==> config.mk <==
export PLATFORM = sky130hd
export DESIGN_NAME = sdram_port_arbiter
export DESIGN_NICKNAME = d
export VERILOG_FILES = /design/src/rtl/sdarb_pkg.sv /design/src/rtl/sdarb_credit_counter.sv /design/src/rtl/sdram_port_arbiter.sv
export SDC_FILE = /design/constraint.sdc
export NUM_CORES = 1
export LEC_CHECK = 0
export ABC_AREA = 1
export BUFFER_PORTS_ARGS = -buffer_cell sky130_fd_sc_hd__buf_4
export CAP_MARGIN = 20
export CORE_AREA = 3 3 121 123
export CTS_CLUSTER_DIAMETER = 100
export DETAILED_ROUTE_END_ITERATION = 7
export DIE_AREA = 0 0 124 126
export GPL_TIMING_DRIVEN = 0
export MAX_ROUTING_LAYER = met4
export PLACE_DENSITY = 0.68
export SLEW_MARGIN = 5
export SYNTH_ARGS = -nofsm -noshare
export SYNTH_HDL_FRONTEND = slang
export SYNTH_SLANG_ARGS = --single-unit
export TNS_END_PERCENT = 10
==> constraint.sdc <==
create_clock -name clk -period 6.4 [get_ports clk]
set_input_delay 1.6 -clock clk [delete_from_list [all_inputs] [get_ports clk]]
set_output_delay 1.6 -clock clk [all_outputs]
set_load 0.01 [all_outputs]
==> src/rtl/sdarb_pkg.sv <==
// Shared types and sizing for the SDRAM port arbiter.
// Latency: n/a (types and constants only).
// Backpressure: n/a.
package sdarb_pkg;

  // Ownership of the Avalon master port.
  typedef enum logic [1:0] {
    NONE = 2'd0,
    RD   = 2'd1,
    WR   = 2'd2
  } gnt_e;

  localparam int ADDR_W_DEF = 24;
  localparam int DATA_W_DEF = 32;

  // Per-grant accept counter; covers a quota of up to 255.
  localparam int QCNT_W = 8;

  // Outstanding read counter; covers a limit of up to 31.
  localparam int OCNT_W = 5;

endpackage

==> src/rtl/sdarb_credit_counter.sv <==
// Outstanding-read tracker: +1 per accepted read, -1 per returned word, full flag.
// Latency: count updates on the clock edge after inc/dec.
// Backpressure: none; a return with nothing outstanding is dropped and flagged sticky.
module sdarb_credit_counter
  import sdarb_pkg::*;
#(
  parameter int MAX = 16
) (
  input  logic              clk,
  input  logic              reset_n,
  input  logic              inc,
  input  logic              dec,
  output logic [OCNT_W-1:0] count,
  output logic              full,
  output logic              dec_ok,
  output logic              err
);

  // A return only counts when something is actually outstanding.
  always_comb begin
    dec_ok = dec & (count != '0);
    full   = (count >= OCNT_W'(MAX));
  end

  // Up/down count; simultaneous inc and valid dec cancel out.
  always_ff @(posedge clk or negedge reset_n) begin
    if (!reset_n) begin
      count <= '0;
      err   <= 1'b0;
    end else begin
      if (dec && (count == '0)) begin
        err <= 1'b1;
      end
      case ({inc, dec_ok})
        2'b10:   count <= count + OCNT_W'(1);
        2'b01:   count <= count - OCNT_W'(1);
        default: count <= count;
      endcase
    end
  end

endmodule

==> src/rtl/sdram_port_arbiter.sv <==
// Shares one SDRAM Avalon-MM master between a read stream and a write stream with per-grant quota.
// Latency: command one cycle after request from idle; read data one cycle after readdatavalid.
// Backpressure: sdwaitrequest holds the granted command; reads stall at MAX_OUTSTANDING. SDARB_STATS_EN builds stat counters.
module sdram_port_arbiter
  import sdarb_pkg::*;
#(
  parameter int ADDR_W          = ADDR_W_DEF,
  parameter int DATA_W          = DATA_W_DEF,
  parameter int MAX_OUTSTANDING = 16,
  parameter int GRANT_QUOTA     = 8
) (
  input  logic              clk,
  input  logic              reset_n,
  input  logic              rd_req,
  input  logic [ADDR_W-1:0] rd_addr,
  output logic              rd_ack,
  output logic [DATA_W-1:0] rd_data,
  output logic              rd_valid,
  input  logic              wr_req,
  input  logic [ADDR_W-1:0] wr_addr,
  input  logic [DATA_W-1:0] wr_data,
  output logic              wr_ack,
  output logic [ADDR_W-1:0] sdaddress,
  output logic              sdread,
  output logic              sdwrite,
  output logic [DATA_W-1:0] sdwritedata,
  input  logic [DATA_W-1:0] sdreaddata,
  input  logic              sdreaddatavalid,
  input  logic              sdwaitrequest,
  output logic [4:0]        rd_outstanding,
  output logic              idle,
  output logic              err_unexpected,
  output logic [31:0]       stat_rd_count,
  output logic [31:0]       stat_wr_count,
  output logic [31:0]       stat_wait_cycles
);

  localparam logic [QCNT_W-1:0] QUOTA = QCNT_W'(GRANT_QUOTA);

  gnt_e              gnt, gnt_nxt;
  gnt_e              last_gnt;
  logic [QCNT_W-1:0] qcnt, qcnt_sum;
  logic              credit, cnt_full, ret_ok;
  logic              rd_elig, wr_elig;
  logic              rd_acc, wr_acc, quota_hit;

  sdarb_credit_counter #(
    .MAX (MAX_OUTSTANDING)
  ) u_credit (
    .clk     (clk),
    .reset_n (reset_n),
    .inc     (rd_acc),
    .dec     (sdreaddatavalid),
    .count   (rd_outstanding),
    .full    (cnt_full),
    .dec_ok  (ret_ok),
    .err     (err_unexpected)
  );

  // Bus command path: purely combinational from the grant register.
  always_comb begin
    credit      = ~cnt_full;
    rd_elig     = rd_req & credit;
    wr_elig     = wr_req;
    sdread      = (gnt == RD) & rd_elig;
    sdwrite     = (gnt == WR) & wr_req;
    rd_acc      = sdread & ~sdwaitrequest;
    wr_acc      = sdwrite & ~sdwaitrequest;
    rd_ack      = rd_acc;
    wr_ack      = wr_acc;
    sdaddress   = '0;
    sdwritedata = '0;
    if (gnt == RD) begin
      sdaddress = rd_addr;
    end else if (gnt == WR) begin
      sdaddress   = wr_addr;
      sdwritedata = wr_data;
    end
    idle = reset_n & (gnt == NONE) & (rd_outstanding == '0) & ~rd_req & ~wr_req;
  end

  // Accepts within the current grant including this cycle, saturating at the quota.
  always_comb begin
    qcnt_sum = qcnt;
    if ((rd_acc | wr_acc) && (qcnt != QUOTA)) begin
      qcnt_sum = qcnt + QCNT_W'(1);
    end
    quota_hit = (qcnt_sum == QUOTA);
  end

  // Next grant; leaves RD/WR only when no command is left pending unaccepted.
  always_comb begin
    gnt_nxt = gnt;
    case (gnt)
      NONE: begin
        if (rd_elig && wr_elig) begin
          gnt_nxt = (last_gnt == RD) ? WR : RD;
        end else if (rd_elig) begin
          gnt_nxt = RD;
        end else if (wr_elig) begin
          gnt_nxt = WR;
        end
      end
      RD: begin
        if (rd_acc || !rd_elig) begin
          if (quota_hit && wr_elig) begin
            gnt_nxt = WR;
          end else if (!rd_elig) begin
            gnt_nxt = wr_elig ? WR : NONE;
          end
        end
      end
      WR: begin
        if (wr_acc || !wr_req) begin
          if (quota_hit && rd_elig) begin
            gnt_nxt = RD;
          end else if (!wr_req) begin
            gnt_nxt = rd_elig ? RD : NONE;
          end
        end
      end
      default: gnt_nxt = NONE;
    endcase
  end

  // Grant, last-served owner and per-grant accept count.
  always_ff @(posedge clk or negedge reset_n) begin
    if (!reset_n) begin
      gnt      <= NONE;
      last_gnt <= WR;
      qcnt     <= '0;
    end else begin
      gnt <= gnt_nxt;
      if (gnt_nxt != NONE) begin
        last_gnt <= gnt_nxt;
      end
      qcnt <= (gnt_nxt != gnt) ? '0 : qcnt_sum;
    end
  end

  // Read return: one-cycle registered copy; stray words are suppressed.
  always_ff @(posedge clk or negedge reset_n) begin
    if (!reset_n) begin
      rd_data  <= '0;
      rd_valid <= 1'b0;
    end else begin
      rd_data  <= sdreaddata;
      rd_valid <= ret_ok;
    end
  end

`ifdef SDARB_STATS_EN
  // Free-running statistics, wrapping at 2^32.
  always_ff @(posedge clk or negedge reset_n) begin
    if (!reset_n) begin
      stat_rd_count    <= '0;
      stat_wr_count    <= '0;
      stat_wait_cycles <= '0;
    end else begin
      if (rd_acc) begin
        stat_rd_count <= stat_rd_count + 32'd1;
      end
      if (wr_acc) begin
        stat_wr_count <= stat_wr_count + 32'd1;
      end
      if ((sdread | sdwrite) & sdwaitrequest) begin
        stat_wait_cycles <= stat_wait_cycles + 32'd1;
      end
    end
  end
`else
  assign stat_rd_count    = '0;
  assign stat_wr_count    = '0;
  assign stat_wait_cycles = '0;
`endif

endmodule

==> run summary <==
wirelength, routed: 10500 µm
Slowest-stage cell, CP: nor3_1
CP Capture Point: sdread
period utilisation layout: 65.6%
data required time of the worst path: 4.80 ns
reg-to-reg startpoint: gnt[1]
CTS tree: done
GRT Overall Usage: 12.8%
worst setup path category: primary input to primary output
Final TNS setup: 0 ns
DRT Pass-1 Iters: 4
net load switching power: 0.624 mW
Slew HR: 56.7%
max-slew violations: 0
Clock Tree Buf Depth: 2
synthesized netlist cell count: 436
Setup Buffers After CTS: 0
share of cells above drive strength 1: 46.3%
routability congestion estimate: 0.809
combinational power share: 56.0%
max_cap viols: 0
DRC Markers: 0
most frequent cells in the layout: 314 x buf_4, 96 x conb_1, 62 x inv_1
Worst Setup Slack, final: 2.20 ns
Area contributors post-synth: dfrtp_1 36%, buf_4 21%, inv_1 6.7%
Synth cell types: 33
Post-Syn Area: 3480 µm²
Clock Skews: 0.00316 ns
Yosys reg bits: 51
final worst path period need: 4.20 ns
Fmax achieved: 238 MHz
cts hold-fix bufs: 0
clock latency on the worst-skew pair: 0.29 ns
CP max FO: 5
static leakage: 3.49 nW
Clock Tree Root: clkbuf_16
first-pass GRT wire length: 15800 µm
io pins: 314
# rows: 43
DRT antenna net count: 0
vias in the first global route: 3232
Worst Path Arrival: 2.60 ns
R2R Path End: qcnt[3]
area growth from synthesis to layout: 67.9%
Yosys Warn Count: 0
Reg2Reg Setup Slack: 4.01 ns
top-area cell type share of the netlist area: 35.9%
Reg power frac: 26.4%
clk slew on worst S/H paths: 0.07 ns
RSZ-0062 raised after global routing: no
clock power share: 17.6%
crit-path cells: buf_4, inv_1, nor2_1, inv_1, nor3_1, buf_4
Worst Hold Class: flip-flop to flip-flop
vias per cell: 3.69
Internal: 0.932 mW
status: finished, final reports clean
CP Launch Type: primary input
pre-CTS setup slack: 2.18 ns
commonest non-fill, non-tap cell in the layout: buf_4
WP depth: 6
CP startpoint: rd_req
CTS buffer count: 5
number of gates resized after cts: 0
pin count of the biggest net entering global routing: 53
die area: 15600 µm²
final hold violations: 0
maximum VDD drop: 0.000149 V
Diodes inserted: 0
via count: 3452
CP delay by family, top: simple AND/OR/NAND/NOR gates
Register-to-Register Path Depth: 17
Seq/Total Area, Yosys: 36.7%
Worst Tran Pin Value: 0.650 ns
Worst setup EP type: primary output
gr ovfl total: 0
initial drt markers: 95
initial core utilization: 25.3%
switching share of power: 40.1%
CP bufs+invs: 4
Final #Nets: 880
PortBufs: 217
H-tree lvl count: 2
Die Height: 126 µm
Max stage delay on crit path: 0.31 ns
final setup vio count: 0
Die X-Extent: 124 µm
Core ar.: 13800 µm²
area leader, netlist: dfrtp_1
DP HPWL: 9010 µm
mean post-synth cell area: 7.99 µm²
clock sink count: 51
PD cells: 266 nW/µm²
initial antenna violation count: 0
routed len/inst: 11.2 µm
worst min-delay path: cells and delay by family (launching register included):
family	cells	cell delay (ns)
buf+inv	1	0.06
compound gates	1	0.07
flops	1	0.36
registers in the layout, indices dropped and copies added, names as in the netlist:
| register | flops |
|---|---|
| gnt | 2 |
| last_gnt | 2 |
| qcnt | 8 |
| rd_data | 32 |
| rd_valid | 1 |
| u_credit.count | 5 |
| u_credit.err | 1 |
synth_stat cells, drive strengths merged:
library cell / n
buf: 98
inv: 66
nand2: 65
nor2: 63
dfrtp: 50
a22o: 24
nand3: 24
o21ai: 8
clkbuf: 7
ha: 6
a21oi: 4
nor3: 4
nand3b: 3
o21bai: 3
xor2: 3
a211oi: 1
a31oi: 1
clkinv: 1
conb: 1
dfstp: 1
fa: 1
nand4: 1
xnor2: 1
power by group through the flow:
stage               clock network, mW  logic [mW]  registers [mW]
floorplan                           0       0.490           0.422
global placement                    0       0.875           0.416
detailed placement                  0       0.881           0.416
CTS                             0.283       0.882           0.411
global route                    0.297       0.961           0.418
finish                          0.274       0.871           0.411
per-layer routing:
layer	vias up	track usage, %	routed length [µm]
li1	1786	-	-
met3	11	1.71	629
met4	0	2.51	103
met5	-	-	0
met2	135	23.1	5700
met1	1520	15.3	4040
how the worst min path moves through the flow:
stage                    to  cells after the start         start  slack (ns)
5_1_grt         last_gnt[1]                      2   last_gnt[1]        0.52
3_3_place_gp   u_credit.err                      1  u_credit.err        0.47
3_5_place_dp   u_credit.err                      1  u_credit.err        0.48
2_1_floorplan   last_gnt[1]                      2   last_gnt[1]        0.46
6_report        last_gnt[1]                      2   last_gnt[1]        0.49
4_1_cts         last_gnt[1]                      2   last_gnt[1]        0.50
cell type report:
type	instances	area, µm²
plain buffers	105	766
clock buffers	5	125
clock inverters	3	27.5
fillers	1409	7930
inverters	67	251
multi-input cells	308	1540
flip-flops and latches	51	1280
well taps	180	225
repair buffers	217	1630
metrics by stage:
step	cells	utilization (%)	power, mW	hold slack [ns]	cell area (µm²)
after floorplan	531	-	0.912	0.463	3840
after global placement	928	41.3	1.29	0.475	5690
after detailed placement	928	41.3	1.30	0.483	5690
after CTS	936	42.4	1.58	0.497	5850
after global routing	936	42.4	1.68	0.516	5850
final	936	42.4	1.56	0.492	5850
logic make-up after synthesis:
kind of cell | count (synthesis) | synth area share (%)
AO/OA/AOI/OAI | 41 | 9.02
XOR/XNOR | 4 | 1.01
adder cells (fa/ha/maj) | 7 | 2.73
buffers and inverters | 172 | 29.2
flip-flops | 51 | 36.7
other | 1 | 0.108
AND/OR/NAND/NOR | 160 | 21.2
(Power assumes the default switching activity.)
